--- src/rtl/intack_pkg.sv ---
// Shared constants and types for the 68000 interrupt-acknowledge responder.
package intack_pkg;

  localparam logic [3:0] ADR_CTRL = 4'd0;
  localparam logic [3:0] ADR_VEC1 = 4'd1;
  localparam logic [3:0] ADR_VEC2 = 4'd2;
  localparam logic [3:0] ADR_VEC3 = 4'd3;
  localparam logic [3:0] ADR_VEC4 = 4'd4;
  localparam logic [3:0] ADR_VEC5 = 4'd5;
  localparam logic [3:0] ADR_VEC6 = 4'd6;
  localparam logic [3:0] ADR_VEC7 = 4'd7;

  localparam logic [7:0] CTRL_RST      = 8'hFE;
  localparam logic [7:0] SPUR_VEC_DFLT = 8'h18;
  localparam logic [7:0] VEC_BASE_DFLT = 8'h40;
  localparam logic [2:0] LEVEL_NONE    = 3'd0;

  typedef enum logic [1:0] {
    WAIT_REL = 2'd0,
    IDLE     = 2'd1,
    LOOKUP   = 2'd2,
    RESPOND  = 2'd3
  } iack_state_t;

endpackage

--- src/rtl/intack_regs.sv ---
// Wishbone register file holding the per-level vectors and autovector enables.
module intack_regs
  import intack_pkg::*;
#(
  parameter logic [7:0] VEC_BASE = VEC_BASE_DFLT
) (
  input  logic            wb_clk_i,
  input  logic            wb_reset_i,
  input  logic [3:0]      wb_adr_i,
  input  logic [7:0]      wb_dat_i,
  output logic [7:0]      wb_dat_o,
  input  logic            wb_we_i,
  input  logic            wb_stb_i,
  input  logic            wb_cyc_i,
  output logic            wb_ack_o,
  output logic [7:1][7:0] vec,
  output logic [7:1]      avec_en
);

  logic            ack_r;
  logic [7:0]      dat_r;
  logic [7:1][7:0] vec_r;
  logic [7:1]      avec_en_r;
  logic            acc_s;
  logic [7:0]      rd_data_s;

  // Access qualifier and read mux; ack_r gating yields a single-cycle ack per access.
  always_comb begin
    acc_s     = wb_stb_i & wb_cyc_i & ~ack_r;
    rd_data_s = 8'h00;
    case (wb_adr_i)
      ADR_CTRL: rd_data_s = {avec_en_r, 1'b0};
      ADR_VEC1, ADR_VEC2, ADR_VEC3, ADR_VEC4,
      ADR_VEC5, ADR_VEC6, ADR_VEC7: rd_data_s = vec_r[wb_adr_i[2:0]];
      default: rd_data_s = 8'h00;
    endcase
  end

  // Register state, ack and read data; writes commit on the edge that raises ack.
  always_ff @(posedge wb_clk_i) begin
    if (wb_reset_i) begin
      ack_r     <= 1'b0;
      dat_r     <= 8'h00;
      avec_en_r <= CTRL_RST[7:1];
      for (int i = 1; i <= 7; i++) begin
        vec_r[i] <= VEC_BASE + 8'(i - 1);
      end
    end else begin
      ack_r <= acc_s;
      dat_r <= acc_s ? rd_data_s : 8'h00;
      if (acc_s && wb_we_i) begin
        case (wb_adr_i)
          ADR_CTRL: avec_en_r <= wb_dat_i[7:1];
          ADR_VEC1, ADR_VEC2, ADR_VEC3, ADR_VEC4,
          ADR_VEC5, ADR_VEC6, ADR_VEC7: vec_r[wb_adr_i[2:0]] <= wb_dat_i;
          default: ;
        endcase
      end
    end
  end

  assign wb_ack_o = ack_r;
  assign wb_dat_o = dat_r;
  assign vec      = vec_r;
  assign avec_en  = avec_en_r;

endmodule

--- src/rtl/intack_vector.sv ---
// Answers 68000 IACK cycles with a programmed vector, an autovector request or
// the spurious vector, and pulses a clear back to the acknowledged source.
module intack_vector
  import intack_pkg::*;
#(
  parameter logic [7:0] SPUR_VEC = SPUR_VEC_DFLT,
  parameter logic [7:0] VEC_BASE = VEC_BASE_DFLT
) (
  input  logic       wb_clk_i,
  input  logic       wb_reset_i,
  input  logic [3:0] wb_adr_i,
  input  logic [7:0] wb_dat_i,
  output logic [7:0] wb_dat_o,
  input  logic       wb_we_i,
  input  logic       wb_stb_i,
  input  logic       wb_cyc_i,
  output logic       wb_ack_o,
  input  logic [6:0] int_i,
  input  logic       iack_stb_i,
  input  logic [2:0] iack_level_i,
  output logic [7:0] iack_vec_o,
  output logic       iack_avec_o,
  output logic       iack_ack_o,
  output logic [6:0] int_clr_o
);

  logic [7:1][7:0] vec_s;
  logic [7:1]      avec_en_s;

  iack_state_t state_r;
  logic [2:0]  lvl_r;
  logic [7:0]  vec_r;
  logic        avec_r;
  logic        ack_r;
  logic [6:0]  clr_r;

  logic        hit_s;
  logic [7:0]  sel_vec_s;
  logic        sel_avec_s;
  logic [6:0]  clr_mask_s;

  intack_regs #(
    .VEC_BASE (VEC_BASE)
  ) u_regs (
    .wb_clk_i   (wb_clk_i),
    .wb_reset_i (wb_reset_i),
    .wb_adr_i   (wb_adr_i),
    .wb_dat_i   (wb_dat_i),
    .wb_dat_o   (wb_dat_o),
    .wb_we_i    (wb_we_i),
    .wb_stb_i   (wb_stb_i),
    .wb_cyc_i   (wb_cyc_i),
    .wb_ack_o   (wb_ack_o),
    .vec        (vec_s),
    .avec_en    (avec_en_s)
  );

  // Per-level lookup of request, vector, autovector enable and clear mask for the latched level.
  always_comb begin
    hit_s      = 1'b0;
    sel_vec_s  = 8'h00;
    sel_avec_s = 1'b0;
    clr_mask_s = 7'h00;
    if (lvl_r != LEVEL_NONE) begin
      hit_s      = int_i[lvl_r - 3'd1];
      sel_vec_s  = vec_s[lvl_r];
      sel_avec_s = avec_en_s[lvl_r];
      clr_mask_s = 7'h01 << (lvl_r - 3'd1);
    end else begin
      hit_s      = 1'b0;
      sel_vec_s  = 8'h00;
      sel_avec_s = 1'b0;
      clr_mask_s = 7'h00;
    end
  end

  // IACK state machine; outputs default to 0 so they can only be live in RESPOND.
  always_ff @(posedge wb_clk_i) begin
    if (wb_reset_i) begin
      state_r <= WAIT_REL;
      lvl_r   <= 3'd0;
      vec_r   <= 8'h00;
      avec_r  <= 1'b0;
      ack_r   <= 1'b0;
      clr_r   <= 7'h00;
    end else begin
      vec_r  <= 8'h00;
      avec_r <= 1'b0;
      ack_r  <= 1'b0;
      clr_r  <= 7'h00;
      case (state_r)
        WAIT_REL: begin
          if (!iack_stb_i) begin
            state_r <= IDLE;
          end
        end
        IDLE: begin
          if (iack_stb_i) begin
            lvl_r   <= iack_level_i;
            state_r <= LOOKUP;
          end
        end
        LOOKUP: begin
          state_r <= RESPOND;
          ack_r   <= 1'b1;
          if (!hit_s) begin
            vec_r <= SPUR_VEC;
          end else if (sel_avec_s) begin
            avec_r <= 1'b1;
            clr_r  <= clr_mask_s;
          end else begin
            vec_r <= sel_vec_s;
            clr_r <= clr_mask_s;
          end
        end
        RESPOND: state_r <= WAIT_REL;
        default: state_r <= WAIT_REL;
      endcase
    end
  end

  assign iack_vec_o  = vec_r;
  assign iack_avec_o = avec_r;
  assign iack_ack_o  = ack_r;
  assign int_clr_o   = clr_r;

endmodule

--- config.mk ---
export PLATFORM = sky130hd
export DESIGN_NAME = intack_vector
export DESIGN_NICKNAME = d
export VERILOG_FILES = /design/src/rtl/intack_pkg.sv /design/src/rtl/intack_regs.sv /design/src/rtl/intack_vector.sv
export SDC_FILE = /design/constraint.sdc
export NUM_CORES = 1
export LEC_CHECK = 0
export CAP_MARGIN = 0
export CORE_MARGIN = 2
export CORE_UTILIZATION = 45
export DETAILED_ROUTE_END_ITERATION = 16
export PLACE_DENSITY_LB_ADDON = 0.12
export SLEW_MARGIN = 15
export SYNTH_ARGS = -nofsm -noshare
export SYNTH_HDL_FRONTEND = slang
export SYNTH_SLANG_ARGS = --single-unit
--- constraint.sdc ---
create_clock -name wb_clk_i -period 6.3 [get_ports wb_clk_i]
set_clock_uncertainty 0.1 [all_clocks]
set_input_delay 1.26 -clock wb_clk_i [delete_from_list [all_inputs] [get_ports wb_clk_i]]
set_output_delay 1.26 -clock wb_clk_i [all_outputs]
set_load 0.02 [all_outputs]
==> results summary, run 1 <==
The flow ran to the end, and the final reports show no timing, DRC or antenna violations. The count of maximum capacitance violations came out at 0. The worst slew slack as a fraction of its limit came out at 31.84%. The detailed-placement wirelength estimate came out at 7.424 mm. The CTS sink count is 94. The final wirelength came out at 11.04 mm. The wire length of the first global-routing pass is 17.35 mm. The leakage power of the design came out at 1.895 nW. Buffers added to address setup during post-CTS repair amount to 0.

The combinational group share of total power is 17.6%. The time the final worst path needs with I/O delays and setup is 3.856 ns. At the worst endpoint, the required time is 6.45 ns. The delay of the slowest critical-path stage is 0.90 ns. Of all cell types, the one taking the most synthesized area is sky130_fd_sc_hd__dfxtp_1. The deepest clock path buffer count is 2. VDD sags by at most 0.1039 mV. The total of hold buffers inserted after clock tree synthesis is 0.

The insertion delay of the later-clocked pin in the worst-skew pair came out at 0.36 ns. Ranked by instance count, the synthesized netlist is headed by sky130_fd_sc_hd__dfxtp_1 (94), sky130_fd_sc_hd__nor2_1 (57), sky130_fd_sc_hd__mux2i_1 (50). Among all stages on the critical path, the largest delay is contributed by sky130_fd_sc_hd__clkdlybuf4s50_1. The via count of the first global-routing pass is 3213.

The switching power came out at 0.3475 mW. The pre-antenna-repair detailed-routing pass consisted of 5 iterations. Setup repair after global routing left no endpoint under its margin. Counting both buffers and inverters, the worst setup path holds a total of 1.

The area growth from synthesis to layout is 17.18%. By area the synthesized netlist is led by sky130_fd_sc_hd__dfxtp_1 (42%), sky130_fd_sc_hd__mux2i_1 (11%), sky130_fd_sc_hd__mux4_2 (8.1%). The clock-pin transition on the worst setup and hold timing paths is 0.09 ns.

The worst setup path is launched from an input pin. The number of synthesis warnings is 0. The max-slew violation count came to 0. The average cell area after synthesis came out at 9.703 um2. The sequential group share of total power came out at 52.0%. Cell internal power was estimated by the tool at 0.8536 mW. Walking the worst path, the cells encountered are clkdlybuf4s50_1 > nor4_2 > nor2b_1 > mux2i_1 > nand2_1. The antenna diode count is 0.

The number of logic stages on the critical path including buffering is 5. For this run the aggregate overflow at the end of global routing stands at 0. The count of flip-flops with a built-in enable after synthesis is 0. Dividing the final minimum period by the clock period gives 61.21%. Routability-driven placement finished with a final weighted congestion of 0.8196.

The die outline area is 0.01066 mm2. The arrival time of data at the critical path endpoint is 4.00 ns. The ratio of routed vias to standard cells came out at 5.526. The cell area power density is 231.2 mW/mm2. The detailed router finished its first iteration with 191 violations. The number of instances in the synthesized netlist is 457. The largest delay contributor family on the critical path is simple AND/OR/NAND/NOR gates.

The clock tree from TritonCTS is yes. In this run the remaining antenna-violating nets after routing total 0. The setup violation total in the final timing report is 0. The fraction of the yosys area taken by sequential cells is 42.44%. The placeable core area came out at 0.009684 mm2. Clock tree synthesis selected as its root buffer the cell sky130_fd_sc_hd__clkbuf_8. The mean routed wirelength per cell is 17.49 um. The total CTS buffers is 9.

The net count of the finished layout is 529. In this run the tool buffered the top-level ports with 53 buffer cells. The final cell utilization of the core is 53.66%. The number of synthesized register bits is 94. The number of distinct library cells after synthesis came out at 44.

The cell depth of the worst hold path came out at 2. Of the total power, the share spent switching nets is 28.93%. The worst setup path is captured at a register. The clock network burns 30.5% of the power. The maximum fanout along the worst path came out at 25. The die boundary height is 103.3 um. The number of levels the H-tree was split into came out at 3. The kind of critical path is input pin to register. The final routed DRC violation total came out at 0. The sum of negative setup slack came out at 0 ns.

The achievable frequency came out at 259.3 MHz. The share of final-layout standard cells stronger than drive strength 1 came out at 12.25%. The top-level port count came out at 54. The number of gates given a new drive strength after cts is 0.

Summing over every cut layer, the via total after detailed routing is 3487. The fraction of registers with async set or reset after synthesis is 0%. Across every metal layer, demand over resource in global routing totals 21.80%. The initial antenna violation count came out at 0.

In the post-synthesis netlist, the cell with the most instances is sky130_fd_sc_hd__dfxtp_1. The largest net degree at the start of global routing is 54. After synthesis the cells add up to 0.004434 mm2.

In this run the horizontal extent of the chip is 103.3 um. The total nets after synthesis is 493. After filler insertion, the fill cell instance count of the layout stands at 917. The number of placement rows is 36. The path class of the tightest hold or removal check is register to register. For the worst flop-to-flop path, the logic depth is 5. The fraction of post-synthesis cell area in the top cell type by area is 42.44%. The number of failing hold endpoints at the final stage is 0. The transition time at the pin with the least slew margin is 1.016 ns. The most used flip-flop cell after synthesis is sky130_fd_sc_hd__dfxtp_1. The initial utilization of the core area, before any placement, comes to 45.79%.
[area by class of cell]
cell class              count  area (um2)  area share (%)
repair buffers             59       570.5           10.98
inverters                  14       52.55           1.011
multi-input cells         315        2349           45.20
clock buffers              11       141.4           2.721
clock inverters             5       35.03          0.6742
flip-flops and latches     94        1882           36.21
well taps                 133       166.4           3.203
[worst paths after layout]
kind | to | slack [ns] | from
max | u_regs.avec_en[7]$_SDFFE_PP1P_ | 2.44 | wb_adr_i[1]
min reg2reg | u_regs.vec[1]$_SDFFE_PP0P_ | 0.39 | u_regs.vec[1]$_SDFFE_PP0P_
min | u_regs.vec[1]$_SDFFE_PP0P_ | 0.39 | u_regs.vec[1]$_SDFFE_PP0P_
max reg2reg | iack_vec_o[3]$_SDFF_PP0_ | 3.65 | lvl_r[1]$_SDFFE_PP0P_
[state kept, by name, indices dropped and copies added (netlist names)]
register         cells
iack_vec_o           8
u_regs.wb_dat_o      8
iack_ack_o           1
lvl_r                3
u_regs.wb_ack_o      1
u_regs.vec          56
state_r              2
int_clr_o            7
u_regs.avec_en       7
iack_avec_o          1
[worst reg2reg max path, stage by stage (launching register included)]
cell and delay (ns):
sky130_fd_sc_hd__dfxtp_1 0.33, sky130_fd_sc_hd__nor2b_1 0.76, sky130_fd_sc_hd__a22oi_1 0.24, sky130_fd_sc_hd__o31ai_2 0.85, sky130_fd_sc_hd__a211o_1 0.19, sky130_fd_sc_hd__a21oi_1 0.07
[cells in the final DEF, fill, tap and decap left out, types with 2 or more instances in the layout]
| master | instances |
|---|---|
| sky130_fd_sc_hd__buf_4 | 6 |
| sky130_fd_sc_hd__nor3b_1 | 3 |
| sky130_fd_sc_hd__mux4_2 | 16 |
| sky130_fd_sc_hd__nand2_1 | 41 |
| sky130_fd_sc_hd__dfxtp_1 | 94 |
| sky130_fd_sc_hd__a211oi_1 | 8 |
| sky130_fd_sc_hd__mux2i_1 | 50 |
| sky130_fd_sc_hd__a22oi_1 | 13 |
| sky130_fd_sc_hd__inv_1 | 13 |
| sky130_fd_sc_hd__clkdlybuf4s50_1 | 52 |
| sky130_fd_sc_hd__and2_1 | 4 |
| sky130_fd_sc_hd__nor3_1 | 12 |
| sky130_fd_sc_hd__a221oi_1 | 2 |
| sky130_fd_sc_hd__nand3_1 | 10 |
| sky130_fd_sc_hd__o211ai_1 | 4 |
| sky130_fd_sc_hd__a211o_1 | 9 |
| sky130_fd_sc_hd__ha_1 | 8 |
| sky130_fd_sc_hd__a21oi_1 | 28 |
| sky130_fd_sc_hd__clkinvlp_4 | 4 |
| sky130_fd_sc_hd__nor2_1 | 57 |
| sky130_fd_sc_hd__clkbuf_8 | 10 |
| sky130_fd_sc_hd__nor2b_1 | 10 |
| sky130_fd_sc_hd__o21ai_0 | 5 |
| sky130_fd_sc_hd__mux2_2 | 15 |
| sky130_fd_sc_hd__nor2_2 | 2 |
| sky130_fd_sc_hd__a31oi_1 | 2 |
[metal layers]
metal / routed length [um] / share of wire (%) / GRT usage, %
met4: 228 / 2.1 / 8.704
met5: 0 / 0 / 0
met1: 5093 / 46 / 30.16
met2: 5064 / 46 / 34.02
met3: 650 / 5.9 / 3.763
[cell families (layout without fill, tap and decap cells)]
kind of cell,Yosys count,count (layout),synth area share [%]
adder cells (fa/ha/maj),8,8,2.257
AND/OR/NAND/NOR,149,149,15.83
AO/OA/AOI/OAI,76,76,11.46
flip-flops,94,94,42.44
multiplexers,81,81,23.22
buffers and inverters,48,89,4.599
XOR/XNOR,1,1,0.1976
[metrics by stage]
step | cell area, um2 | cells | hold slack [ns] | power, mW | worst slack (ns)
2_1_floorplan | 4434 | 457 | 0.3444 | 0.7815 | 3.515
3_3_place_gp | 5020 | 615 | 0.3692 | 0.8454 | 2.203
3_5_place_dp | 5020 | 615 | 0.3683 | 0.8489 | 2.130
4_1_cts | 5196 | 631 | 0.3870 | 1.212 | 2.515
5_1_grt | 5196 | 631 | 0.4151 | 1.257 | 2.288
6_report | 5196 | 631 | 0.3892 | 1.201 | 2.444
[power groups by stage]
stage,logic (mW),clock network (mW),registers (mW)
2_1_floorplan,0.144,0,0.638
3_3_place_gp,0.208,0,0.637
3_5_place_dp,0.211,0,0.638
4_1_cts,0.211,0.377,0.624
5_1_grt,0.234,0.396,0.627
6_report,0.211,0.366,0.624
No activity file was read; power rests on OpenSTA's default activity.
==> inputs of run 2 (changes only) <==
- clock period: 6.3 -> 3.16 ns (I/O delays scaled with it)
==> run 2 against run 1 <==
  * Worst hold slack lost 0.0072 ns
  * Clock power grew to 2.5 times the previous value
  * Global-route usage grew 0.45 points
  * Count of clock-buffer cells in the layout shrank 2
  * Utilization grew 2.3 points
  * Sequential cell count is the same
  * Sequential share of layout area shrank 1.5 points
  * Register-to-register slack lost 2.6 ns
  * Critical path depth is the same
  * Cell count grew 3.3%
  * Die area is the same
  * Critical path type unchanged
==> results summary, run 2 (synthesized netlist as in run 1, its figures left out) <==
The die outline area came out at 0.01066 mm2. The fraction of the cycle the final worst path needs came out at 79.07%. The flow ran to the end, and the final reports show no timing, DRC or antenna violations.

The detailed-route via count is 3563. The endpoint identified for the worst register-to-register timing path is iack_vec_o[1]$_SDFF_PP0_. For this configuration, the core starts out at a cell density of 45.79%.

The worst setup path is launched from an input pin. The data required time of the critical path came out at 3.31 ns. The most critical setup path has its startpoint at wb_stb_i.

The number of placement rows is 36. The leakage power of the design is 2.050 nW. The kind of critical path is input pin to register.

The max-slew violation count came out at 0. The initial antenna violation count came out at 0. The number of failing hold endpoints at the final stage came out at 0.

The number of levels the H-tree was split into came out at 3. The count of maximum capacitance violations is 0. Clock tree synthesis found a total of 94 sinks. The total global-route track usage is 22.25%. Counting I/O delays and the setup requirement, the final critical path takes 2.498 ns. For the pin with the worst max-slew slack, the measured transition is 0.5875 ns. The library cell used most frequently in the layout, excluding fill and tap cells, is sky130_fd_sc_hd__dfxtp_1. Port buffering added 53 buffers. The worst setup timing slack at the placement stage came out at 0.2812 ns. The filler cells instantiated in the layout total 884. The worst pin sits at a relative slew slack of 60.83%.

For this run the aggregate overflow at the end of global routing stands at 0. The DRC marker count from the first detailed-route iteration came out at 119. Once the clock tree was built, the setup fixing pass inserted 0 buffers. After detailed routing, the number of vias per cell comes to 5.465.

The most critical setup path has its endpoint at u_regs.vec[25]$_SDFFE_PP1P_. The cell area power density is 483.8 mW/mm2. The number of cells traversed by the worst register-to-register path came out at 6. The worst IR drop on VDD came out at 0.2607 mV. The mean routed wirelength per cell is 17.52 um.

The number of gates given a new drive strength after cts came out at 0. Summed over all nets, the half-perimeter wirelength after detailed placement is 8.151 mm. No sink is reached through more buffers than the 2 on the longest clock path. The final wirelength is 11.43 mm. The final non-filler cell area is 0.005416 mm2.

The via count of the first global-routing pass is 3303. The maximum fanout along the worst path came out at 11. The horizontal die dimension is 103.3 um. Buffers inserted to repair hold after CTS numbered 0. The last weighted congestion value of the routability-driven placer came out at 0.8610. The delay of the slowest critical-path stage came out at 0.55 ns. The top cell types in the final layout, fill and taps aside, are sky130_fd_sc_hd__dfxtp_1 (94), sky130_fd_sc_hd__nor2_1 (57), sky130_fd_sc_hd__clkdlybuf4s50_1 (52), sky130_fd_sc_hd__mux2i_1 (50), sky130_fd_sc_hd__nand2_1 (41).

Pin placement for this block handled 54 I/O pins. Compared with the post-synthesis result, the final layout area differs by 22.15%. In this run the critical register-to-register path is launched from lvl_r[0]$_SDFFE_PP0P_. The worst-case register-to-register setup slack came out at 1.05 ns. The register with the most flip-flops in the layout has 56 of them. The antenna violation net count after detailed routing is 0. Setup total negative slack on the finished layout was measured at 0 ns. TritonCTS built the clock tree. Setup violations remaining at the end of the flow were counted as 0. Entering global routing, the biggest net connects 53 pins. The path class of the tightest hold or removal check is register to register. The insertion delay of the later-clocked pin in the worst-skew pair is 0.36 ns. The arrival time of data at the critical path endpoint is 2.65 ns. The final setup slack of the worst path came out at 0.6615 ns. The signal on the critical path passes through clkdlybuf4s50_1 > nand4b_4 > or3b_4 > or3_1 > a211o_1. The critical-path cell with the highest stage delay is sky130_fd_sc_hd__or3_1. The die boundary height came out at 103.3 um. The area after detailed placement is 0.005192 mm2. TritonCTS created 9 clock buffers. The count of buffering cells on the critical path with inverters included is 1.

Setup repair after global routing left no endpoint under its margin. The first detailed-routing pass took 4 iterations. The number of logic stages on the critical path including buffering is 5. The net count of the finished layout is 552. The achievable frequency is 400.2 MHz. After floorplanning, the core was sized to cover 0.009684 mm2. In the routed design, unresolved DRC markers number 0.

The clock-pin transition on the worst setup and hold timing paths came out at 0.08 ns. The cell depth of the worst hold path is 2. Clock tree synthesis selected as its root buffer the cell sky130_fd_sc_hd__clkbuf_8. The share of final-layout standard cells stronger than drive strength 1 is 15.99%. On the critical path the largest part of the delay comes from simple AND/OR/NAND/NOR gates. The wire length of the first global-routing pass came out at 17.64 mm. STA classifies the critical path endpoint as a register.

The antenna diode count is 0.
## run 2: tightest hold or removal path, stage by stage (launching register included)
cell and delay [ns]:
sky130_fd_sc_hd__dfxtp_1 0.33, sky130_fd_sc_hd__nand2_1 0.06, sky130_fd_sc_hd__a21oi_1 0.05
## run 2: layer usage
| layer | global-route usage, % | vias to the layer above | part of all wire (%) |
|---|---|---|---|
| li1 | - | 1728 | - |
| met1 | 30.58 | 1710 | 46 |
| met2 | 34.67 | 103 | 46 |
| met3 | 3.696 | 22 | 5.8 |
| met4 | 9.717 | 0 | 2.4 |
| met5 | 0 | - | 0 |
## run 2: per-stage QoR
step	utilization (%)	power (mW)	instances	hold slack [ns]
after floorplan	-	1.558	457	0.3444
after global placement	53.62	1.709	638	0.3615
after detailed placement	53.62	1.718	638	0.3718
after CTS	55.93	2.637	652	0.3848
after global routing	55.93	2.719	652	0.4085
final	55.93	2.621	652	0.3820
## run 2: final cells by class
cell class / instances / area (um2) / area share, %
multi-input combinational: 315 / 2349 / 43.36
timing repair buffer: 82 / 743.2 / 13.72
clock inverter: 5 / 100.1 / 1.848
tap: 133 / 166.4 / 3.072
sequential: 94 / 1882 / 34.74
inverter: 14 / 52.55 / 0.9702
clock buffer: 9 / 123.9 / 2.287
## run 2: how the worst min path moves through the flow
stage	startpoint	to	slack [ns]
6_report	u_regs.vec[1]$_SDFFE_PP0P_	u_regs.vec[1]$_SDFFE_PP0P_	0.38
2_1_floorplan	u_regs.vec[1]$_SDFFE_PP0P_	u_regs.vec[1]$_SDFFE_PP0P_	0.34
4_1_cts	u_regs.vec[1]$_SDFFE_PP0P_	u_regs.vec[1]$_SDFFE_PP0P_	0.38
5_1_grt	u_regs.vec[0]$_SDFFE_PP0P_	u_regs.vec[0]$_SDFFE_PP0P_	0.41
3_5_place_dp	u_regs.vec[1]$_SDFFE_PP0P_	u_regs.vec[1]$_SDFFE_PP0P_	0.37
3_3_place_gp	u_regs.vec[4]$_SDFFE_PP0P_	u_regs.vec[4]$_SDFFE_PP0P_	0.36
## run 2: where the power goes
group,leakage [nW],switching [mW],internal [mW],total [mW]
combinational,1.18,0.253,0.198,0.452
clock,0.115,0.416,0.514,0.930
sequential,0.759,0.0246,1.21,1.24
total,2.05,0.694,1.93,2.62
==> inputs of run 3 (changes only) <==
- clock period: 3.16 -> 2.6 ns (I/O delays scaled with it)
==> run 3 against run 2 <==
  * Utilization rose by 0.091 points
  * Critical path depth rose by 1
  * Wire length rose by 2.2%
  * Register-to-register slack got worse by 0.71 ns
  * Non-clock buffer count rose by 7
  * Sequential power rose by 21%
  * Die area did not move
  * Power rose by 11%
  * Global-route usage rose by 0.77 points
  * Largest power group unchanged
  * Highest routed layer unchanged
==> results summary, run 3 (synthesized netlist as in run 1, its figures left out) <==
After clock tree synthesis, the clock-pin slew on the worst setup and hold paths is 0.08 ns. Using the TritonRoute via totals, the vias-per-cell ratio works out to 5.463. The number of gates given a new drive strength after cts came out at 0. The number of failing hold endpoints at the final stage is 0.

The most critical setup path has its startpoint at wb_stb_i. At the pin with the least slew margin, the transition time is 0.9860 ns. The wire length on met1 came out at 5.456 mm. The number of flip-flops under the largest register name is 56. The type of destination of the critical path is a register.

The count of port buffers added during placement came out at 53. The total power of the final layout is 2.901 mW. In this run the worst path has a maximum fanout of 11. The die outline area is 0.01066 mm2.

The die is 103.3 um wide. Summing all non-filler instances in the final layout gives an area of 0.005425 mm2. Clock latency on the worst-skew pair, taken at its later pin, is 0.36 ns. The startpoint of the most critical register-to-register path is lvl_r[1]$_SDFFE_PP0P_. Setup repair after global routing left no endpoint under its margin.

Summed over all cells, the static leakage comes to 2.056 nW. The run finished with clean final reports. The initial utilization of the core area, before any placement, comes to 45.79%. The cell depth of the worst hold path came out at 2. Measured against its own limit, the worst slew margin works out to 33.87%. The total met2 wirelength after detailed routing came out at 5.551 mm. The total global-route track usage came out at 23.02%. The via count of the first global-routing pass came out at 3357. The area after detailed placement is 0.005270 mm2.

The count of maximum capacitance violations is 0. For this run, the top clock speed supported by timing is 439.7 MHz. The total grt overflow is 0. The CTS sink count came out at 94.

The largest net degree at the start of global routing is 53. The share of final-layout standard cells stronger than drive strength 1 came out at 16.73%. The post-layout net count is 559.

The count of TritonRoute iterations in the first routing pass came out at 4. The worst path uses 87.47% of the clock period. At the worst endpoint, the required time is 2.74 ns. The clock tree from TritonCTS is yes. The initialized floorplan defines 36 standard-cell rows. Dividing total power by cell area gives a power density of 534.7 mW/mm2. The first global-routing pass estimated 18.26 mm of wire.

The clock passes through at most 2 buffers. The initial antenna violation count came to 0. The total CTS buffers is 9. VDD sags by at most 0.2198 mV. The number of cells traversed by the worst register-to-register path is 6.

For the finished layout, the period the worst path requires is 2.274 ns. The library cell used most frequently in the layout, excluding fill and tap cells, is sky130_fd_sc_hd__dfxtp_1. The post-CTS setup buffer count came out at 0. The top cell types in the final layout, fill and taps aside, are sky130_fd_sc_hd__dfxtp_1 (94), sky130_fd_sc_hd__nor2_1 (57), sky130_fd_sc_hd__clkdlybuf4s50_1 (52), sky130_fd_sc_hd__mux2i_1 (50), sky130_fd_sc_hd__nand2_1 (41).

The worst setup path is launched from an input pin. The met3 wire length came out at 483 um. The final routed DRC violation total came out at 0.

The endpoint of the most critical setup path is u_regs.vec[25]$_SDFFE_PP1P_. The last weighted congestion value of the routability-driven placer came out at 0.8723. The die boundary height came out at 103.3 um.

The top-level port count came out at 54. The max-slew violation count is 0. The path class of the tightest hold or removal check is register to register.

The setup violation total in the final timing report came out at 0. The mean routed wirelength per cell came out at 17.71 um. The critical path in this run is classified as input pin to register. The number of levels the H-tree was split into came out at 3. The final route contains 3600 vias. Detailed placement finished with a half-perimeter wire length of 8.463 mm. The count of nets left with antenna violations once routing finished came out at 0.

For the worst setup path, the data arrival time is 2.42 ns. The final cell utilization of the core is 56.02%. The worst-case register-to-register setup slack is 0.34 ns. Summed over all layers, the routed wires come to 11.67 mm. The repair_antennas step left the layout with diodes totalling 0. In this run the critical register-to-register path is captured at iack_vec_o[5]$_SDFF_PP0_.

After detailed routing, no signal wire sits above met4. The placeable core area is 0.009684 mm2. CTS placed an instance of sky130_fd_sc_hd__clkbuf_8 at the clock tree root. The DRC marker count from the first detailed-route iteration came out at 124. Relative to the synthesized area, the layout overhead comes to 22.35%.

The number of hold buffers added after CTS was 0.
## run 3: cell count changes in the layout (fill, tap and decap cells not counted), sizes merged
| cell | before | now |
|---|---|---|
| clkbuf | 9 | 12 |
| buf | 30 | 37 |
| bufinv | 3 | 0 |
## run 3: stage by stage
stage	instances	setup slack [ns]	TNS (ns)	hold slack, ns
floorplan	457	0.1589	0	0.3444
global placement	645	0.02040	0	0.3616
detailed placement	645	-0.01424	-0.04000	0.3719
CTS	659	0.3340	0	0.3813
global route	659	0.2343	0	0.4007
finish	659	0.3258	0	0.3823
## run 3: cell type report
type	instances	area (um2)
clock buffers	12	145.1
fillers	883	4259
clock inverters	2	10.01
repair buffers	89	820.8
flip-flops and latches	94	1882
well taps	133	166.4
multi-input cells	315	2349
inverters	14	52.55
## run 3: worst min-delay path by stage
stage               slack, ns                       endpoint                           start
global placement         0.36     u_regs.vec[5]$_SDFFE_PP0P_      u_regs.vec[5]$_SDFFE_PP0P_
detailed placement       0.37     u_regs.vec[1]$_SDFFE_PP0P_      u_regs.vec[1]$_SDFFE_PP0P_
global route             0.40  u_regs.wb_dat_o[4]$_SDFF_PP0_  u_regs.avec_en[4]$_SDFFE_PP1P_
finish                   0.38  u_regs.wb_dat_o[4]$_SDFF_PP0_  u_regs.avec_en[4]$_SDFFE_PP1P_
floorplan                0.34     u_regs.vec[1]$_SDFFE_PP0P_      u_regs.vec[1]$_SDFFE_PP0P_
CTS                      0.38  u_regs.wb_dat_o[4]$_SDFF_PP0_  u_regs.avec_en[4]$_SDFFE_PP1P_
## run 3: power by group
group / leakage, nW / internal (mW) / switching (mW)
Sequential: 0.759 / 1.48 / 0.0246
Clock: 0.0821 / 0.362 / 0.474
Combinational: 1.21 / 0.249 / 0.317
Total: 2.06 / 2.09 / 0.815
## run 3: worst max-delay path: stages
cell and delay, ns:
sky130_fd_sc_hd__clkdlybuf4s50_1 0.53, sky130_fd_sc_hd__nand4b_4 0.13, sky130_fd_sc_hd__or3b_4 0.43, sky130_fd_sc_hd__or3_1 0.32
sky130_fd_sc_hd__buf_4 0.20, sky130_fd_sc_hd__a211o_1 0.30
## run 3: layer usage
metal / up-vias / GRT usage [%]
met5: - / 0
met4: 0 / 7.692
met3: 16 / 3.293
met2: 90 / 36.91
met1: 1747 / 32.08
li1: 1747 / -
